## config.mk

```make
export PLATFORM = sky130hd
export DESIGN_NAME = hazard_ctrl_unit
export DESIGN_NICKNAME = d
export VERILOG_FILES = /design/src/rtl/ppu_pkg.sv /design/src/rtl/hazard_fwd_sel.sv /design/src/rtl/hazard_ctrl_unit.sv
export SDC_FILE = /design/constraint.sdc
export NUM_CORES = 1
export LEC_CHECK = 0
export ABC_AREA = 0
export CORE_AREA = 2 2 43 45
export DETAILED_ROUTE_END_ITERATION = 7
export DIE_AREA = 0 0 45 47
export GPL_TIMING_DRIVEN = 0
export PLACE_DENSITY = 0.86
export SYNTH_ARGS = -nofsm -noshare
export SYNTH_HDL_FRONTEND = slang
export SYNTH_HIERARCHICAL = 1
export SYNTH_SLANG_ARGS = --single-unit
```

## constraint.sdc

```tcl
create_clock -name clk -period 3.05 [get_ports clk]
set_input_delay 0.305 -clock clk [delete_from_list [all_inputs] [get_ports clk]]
set_output_delay 0.305 -clock clk [all_outputs]
set_load 0.01 [all_outputs]
```

## src/rtl/ppu_pkg.sv

```systemverilog
// Shared definitions for the PA-RISC PPU pipeline control blocks:
// hazard FSM state encodings, forwarding-select codes and the hardwired-zero register.
package ppu_pkg;

  typedef enum logic [1:0] {
    StRun     = 2'd0,
    StLdStall = 2'd1,
    StBrFlush = 2'd2
  } hz_state_e;

  localparam logic [1:0] FWD_RF  = 2'd0;
  localparam logic [1:0] FWD_EX  = 2'd1;
  localparam logic [1:0] FWD_MEM = 2'd2;
  localparam logic [1:0] FWD_WB  = 2'd3;

  localparam logic [4:0] GR0 = 5'd0;

  // A source register depends on a producer only if it is really read, is not GR0,
  // and the producer actually writes the register file.
  function automatic logic reg_match(input logic [4:0] rs, input logic rs_use,
                                     input logic [4:0] rd, input logic rd_le);
    return (rs != GR0) && rs_use && (rs == rd) && rd_le;
  endfunction

endpackage

```

## src/rtl/hazard_fwd_sel.sv

```systemverilog
// Per-operand forwarding select: compares one ID source register against the
// EX/MEM/WB destinations and picks the youngest valid producer (EX > MEM > WB > RF).
// ex_hit reports a raw EX match so the parent can detect load-use hazards.
module hazard_fwd_sel
  import ppu_pkg::*;
(
  input  logic [4:0] rs,
  input  logic       rs_use,
  input  logic [4:0] ex_rd,
  input  logic       ex_rf_le,
  input  logic       ex_l,
  input  logic [4:0] mem_rd,
  input  logic       mem_rf_le,
  input  logic [4:0] wb_rd,
  input  logic       wb_rf_le,
  output logic [1:0] sel,
  output logic       ex_hit
);

  // Priority compare; a load in EX has no data yet, so it never forwards.
  always_comb begin
    sel    = FWD_RF;
    ex_hit = reg_match(rs, rs_use, ex_rd, ex_rf_le);
    if (ex_hit && !ex_l) begin
      sel = FWD_EX;
    end else if (reg_match(rs, rs_use, mem_rd, mem_rf_le)) begin
      sel = FWD_MEM;
    end else if (reg_match(rs, rs_use, wb_rd, wb_rf_le)) begin
      sel = FWD_WB;
    end
  end

endmodule

```

## src/rtl/hazard_ctrl_unit.sv

```systemverilog
// Pipeline sequencer for the IF/ID and ID/EX stage registers of the PPU.
// Detects load-use hazards and taken-branch squashes, drives PC/IF-ID load enables,
// the IF/ID flush and the ID/EX bubble, and produces operand forwarding selects.
// Optional feature macro: HAZARD_PERF_CNT_EN adds saturating stall/flush counters.
module hazard_ctrl_unit
  import ppu_pkg::*;
#(
  parameter int unsigned LD_STALL_CYC = 1,
  parameter int unsigned BR_FLUSH_CYC = 1
`ifdef HAZARD_PERF_CNT_EN
  ,
  parameter int unsigned CNT_W = 16
`endif
) (
  input  logic             clk,
  input  logic             Reset,
  input  logic [4:0]       id_ra,
  input  logic             id_ra_use,
  input  logic [4:0]       id_rb,
  input  logic             id_rb_use,
  input  logic [4:0]       ex_rd,
  input  logic             ex_rf_le,
  input  logic             ex_l,
  input  logic [4:0]       mem_rd,
  input  logic             mem_rf_le,
  input  logic [4:0]       wb_rd,
  input  logic             wb_rf_le,
  input  logic             ex_br_taken,
`ifdef HAZARD_PERF_CNT_EN
  output logic [CNT_W-1:0] stall_cnt,
  output logic [CNT_W-1:0] flush_cnt,
`endif
  output logic             pc_le,
  output logic             ifid_le,
  output logic             ifid_flush,
  output logic             idex_bubble,
  output logic [1:0]       fwd_a_sel,
  output logic [1:0]       fwd_b_sel
);

  localparam logic [2:0] LdLoad = 3'(LD_STALL_CYC - 1);
  localparam logic [2:0] BrLoad = 3'(BR_FLUSH_CYC - 1);

  hz_state_e  state_q, state_d;
  logic [2:0] cnt_q, cnt_d;
  logic       a_ex_hit, b_ex_hit;
  logic [1:0] a_sel_raw, b_sel_raw;
  logic       lu_haz;
  logic       take_br;
  logic       stall_evt;
  logic       flush_evt;

  hazard_fwd_sel u_fwd_a (
    .rs        (id_ra),
    .rs_use    (id_ra_use),
    .ex_rd     (ex_rd),
    .ex_rf_le  (ex_rf_le),
    .ex_l      (ex_l),
    .mem_rd    (mem_rd),
    .mem_rf_le (mem_rf_le),
    .wb_rd     (wb_rd),
    .wb_rf_le  (wb_rf_le),
    .sel       (a_sel_raw),
    .ex_hit    (a_ex_hit)
  );

  hazard_fwd_sel u_fwd_b (
    .rs        (id_rb),
    .rs_use    (id_rb_use),
    .ex_rd     (ex_rd),
    .ex_rf_le  (ex_rf_le),
    .ex_l      (ex_l),
    .mem_rd    (mem_rd),
    .mem_rf_le (mem_rf_le),
    .wb_rd     (wb_rd),
    .wb_rf_le  (wb_rf_le),
    .sel       (b_sel_raw),
    .ex_hit    (b_ex_hit)
  );

  assign lu_haz = ex_l && (a_ex_hit || b_ex_hit);
  // Branch in EX wins everywhere except while already flushing (that branch is squashed).
  assign take_br = ex_br_taken && (state_q != StBrFlush);

  // Forwarding is forced to the RF path while reset is held.
  assign fwd_a_sel = Reset ? FWD_RF : a_sel_raw;
  assign fwd_b_sel = Reset ? FWD_RF : b_sel_raw;

  // State and countdown register.
  always_ff @(posedge clk or posedge Reset) begin
    if (Reset) begin
      state_q <= StRun;
      cnt_q   <= 3'd0;
    end else begin
      state_q <= state_d;
      cnt_q   <= cnt_d;
    end
  end

  // Next-state and enable decode; reset overrides outputs combinationally.
  always_comb begin
    state_d     = state_q;
    cnt_d       = cnt_q;
    pc_le       = 1'b1;
    ifid_le     = 1'b1;
    ifid_flush  = 1'b0;
    idex_bubble = 1'b0;
    stall_evt   = 1'b0;
    flush_evt   = 1'b0;

    if (take_br) begin
      ifid_flush  = 1'b1;
      idex_bubble = 1'b1;
      flush_evt   = 1'b1;
      if (BR_FLUSH_CYC > 1) begin
        state_d = StBrFlush;
        cnt_d   = BrLoad;
      end else begin
        state_d = StRun;
        cnt_d   = 3'd0;
      end
    end else begin
      unique case (state_q)
        StRun: begin
          if (lu_haz) begin
            pc_le       = 1'b0;
            ifid_le     = 1'b0;
            idex_bubble = 1'b1;
            stall_evt   = 1'b1;
            if (LD_STALL_CYC > 1) begin
              state_d = StLdStall;
              cnt_d   = LdLoad;
            end
          end
        end
        StLdStall: begin
          pc_le       = 1'b0;
          ifid_le     = 1'b0;
          idex_bubble = 1'b1;
          stall_evt   = 1'b1;
          cnt_d       = cnt_q - 3'd1;
          if (cnt_q == 3'd1) state_d = StRun;
        end
        StBrFlush: begin
          ifid_flush  = 1'b1;
          idex_bubble = 1'b1;
          flush_evt   = 1'b1;
          cnt_d       = cnt_q - 3'd1;
          if (cnt_q == 3'd1) state_d = StRun;
        end
        default: begin
          state_d = StRun;
          cnt_d   = 3'd0;
        end
      endcase
    end

    if (Reset) begin
      pc_le       = 1'b0;
      ifid_le     = 1'b0;
      ifid_flush  = 1'b1;
      idex_bubble = 1'b1;
      stall_evt   = 1'b0;
      flush_evt   = 1'b0;
    end
  end

`ifdef HAZARD_PERF_CNT_EN
  // Saturating performance counters.
  always_ff @(posedge clk or posedge Reset) begin
    if (Reset) begin
      stall_cnt <= '0;
      flush_cnt <= '0;
    end else begin
      if (stall_evt && (stall_cnt != '1)) stall_cnt <= stall_cnt + 1'b1;
      if (flush_evt && (flush_cnt != '1)) flush_cnt <= flush_cnt + 1'b1;
    end
  end
`else
  // Event strobes only feed the optional counters.
  logic unused_evt;
  assign unused_evt = stall_evt ^ flush_evt;
`endif

endmodule

```

==> results <==
-- power by group through the flow --
| stage | registers, mW | clock network, mW | logic (mW) |
|---|---|---|---|
| 2_1_floorplan | 0 | 0 | 0.0616 |
| 3_3_place_gp | 0 | 0 | 0.130 |
| 3_5_place_dp | 0 | 0 | 0.132 |
| 4_1_cts | 0 | 0 | 0.133 |
| 5_1_grt | 0 | 0 | 0.141 |
| 6_report | 0 | 0 | 0.132 |
-- cell families (layout without fill, tap and decap cells) --
kind of cell	count (synthesis)	after routing
xor+xnor	30	30
simple gates	26	26
compound gates	10	10
buf+inv	3	42
-- metal layers --
| metal | wire length [microns] | vias to the layer above | GRT usage, % |
|---|---|---|---|
| li1 | - | 329 | - |
| met5 | 0 | - | 0 |
| met1 | 669 | 299 | 18.7 |
| met3 | 138 | 4 | 2.31 |
| met4 | 53 | 0 | 3.53 |
| met2 | 826 | 32 | 31.4 |
-- final timing paths --
check / from / end / depth (start not counted)
min: id_ra[1] / idex_bubble / 7
max: ex_rd[1] / fwd_a_sel[1] / 7
-- worst max-delay path: stages --
cell and delay, ns:
clkdlybuf4s50_1 0.67, xnor2_4 0.15, o2111ai_2 0.15, or4_4 0.54, a21boi_2 0.17, and2b_2 0.18
clkdlybuf4s50_1 0.47
-- through the flow --
step / instances / power, mW / hold slack (ns) / setup WS, ns / instance area, sq um
6_report: 125 / 0.132 / 1.64 / 0.111 / 1060
5_1_grt: 125 / 0.141 / 1.71 / 0.00262 / 1060
3_3_place_gp: 125 / 0.130 / 1.64 / 0.0500 / 1050
4_1_cts: 125 / 0.133 / 1.66 / 0.0451 / 1050
3_5_place_dp: 125 / 0.132 / 1.65 / 0.0620 / 1050
2_1_floorplan: 69 / 0.0616 / 0.714 / 1.14 / 634
-- placed cells by master (no fill, tap or decap) --
cell,synthesis,routed
nand2_1,4,4
dlymetal6s2s_1,0,4
xnor2_4,2,2
or4_4,4,4
or2_4,1,1
xor2_1,16,16
o2111ai_2,2,2
a21boi_2,2,2
nor4_1,4,4
buf_6,2,2
and2b_2,4,4
xnor2_1,12,12
clkdlybuf4s50_1,0,35
nor3_1,2,2
o21a_1,2,2
o21ba_2,1,1
o21ai_2,3,3
and4_4,2,2
nand4_1,4,4
buf_4,1,1
nand2b_4,1,1
-- final cells by class --
type	count	area share, %
timing repair buffer	39	37.9
tap	17	2.01
multi-input combinational	66	57.2
buffer	3	2.84
-- what timing repair did --
| action | 4_1_cts | 5_1_grt |
|---|---|---|
| setup buffers | 0 | 0 |
| endpoints found under the setup margin | 0 | 1 |
| gates resized for setup | 0 | 4 |
==> impl_results.md <==
- Slew Limit Fails: 0
- Sw Share: 40.3%
- Max Cap Violations: 0
- Largest net degree at the start of global routing: 7
- Synth unique cells: 19
- Net Count, Synth: 103
- Total gr overflow: 0
- Fmax: around 340 MHz
- RePlAce Congestion: approximately 0.9
- Top-count cell post-synth: xor2_1
- Fill count: 150
- Compound-cell area share of the yosys netlist: 16.4%
- Warnings, synthesis: 6
- Row Count: 15
- Xor-xnor portion of the synthesized cell area: 47.3%
- Setup Viol. Count Final: 0
- Adder-Cell Fraction of Synth Area: 0%
- Worst hold path class: primary input to primary output
- PortBufs: 39
- Worst vdd ir: approximately 0.064 mV
- First-pass GRT wire length: between 2 and 3 mm
- Sw Pwr: approximately 0.053 mW
- Leak Pwr: 0.413 nW
- Mux cell area share after synthesis: 0%
- Hold buffer count at CTS: 0
- Mapped Area: 634 sq um
- Area Overhead vs Synth: 66.5%
- Multi-input gate area: ~600 sq um
- Chip Height: ~47 microns
- Area leader, netlist: xor2_1
- Initial antenna violation count: 0
- Post-synth top area share: approximately 22%
- Register area: 0 sq um
- First-pass DRT Iterations: 4
- Post-DR wirelength/cell: ~13 microns
- 1st-iter DRT viols: 6
- Count of flip-flops and latches: 0
- Sequential-to-total area share from yosys stat: 0%
- Setup crit start kind: primary input
- Area share of and/or/nand/nor cells after synthesis: roughly a third
- Synth top area cells: xor2_1 (22%), xnor2_1 (17%), xnor2_4 (8.7%)
- Main combinational cell family by area after synthesis: XOR/XNOR gates
- RSZ-0062 raised after global routing: false
- Die Area: around 2100 sq um
- GRT Util Overall: 16.2%
- Hpwl dp: roughly 1.5 mm
- DIE WIDTH: between 40 and 50 microns
- Critical Path Sink Type: primary output
- Setup TNS: 0 ns
- CP Class: primary input to primary output
- Vias in the first global route: about 630
- DRC Markers: 0
- Starting Density: a little under 40%
- # IOs: 42
- Tmin final: 2.94 ns
- Post-Route Utilization: between 60% and 70%
- Final Net Count: 144
- Vias/cell: between 5 and 6
- Run status: finished clean
- Pwr/cell area: 125 nW/um^2
- Synth top cells by count: xor2_1 (16), xnor2_1 (12)
- Total length of routed wires: approximately 1.7 mm
- Worst rel slew slack: between 60 and 70%
- Sequential share of power: 0%
- Post-synthesis instance total: 69
- Share of post-route cells with drive strength above 1: 23.1%
- Total number of vias: roughly 660
- CP required: about 2.7 ns
- CP max FO: 2
- Clock power share: 0%
- # diodes: 0
- Gate power share: 100.0%
- Avg Cell Area, Syn: 9.19 sq um
- Internal cell power: between 0.07 and 0.08 mW
- Period utilization: between 90% and 100%
- Antenna Nets Post-Route: 0
- Critical path data arrival time: roughly 2.6 ns
- Slew @ Worst Pin: 0.459 ns
- Core area: ~1700 sq um
- Clock buffer count: 0
- Final hold violations: 0
Note: power is estimated with default switching activity, not from simulation.
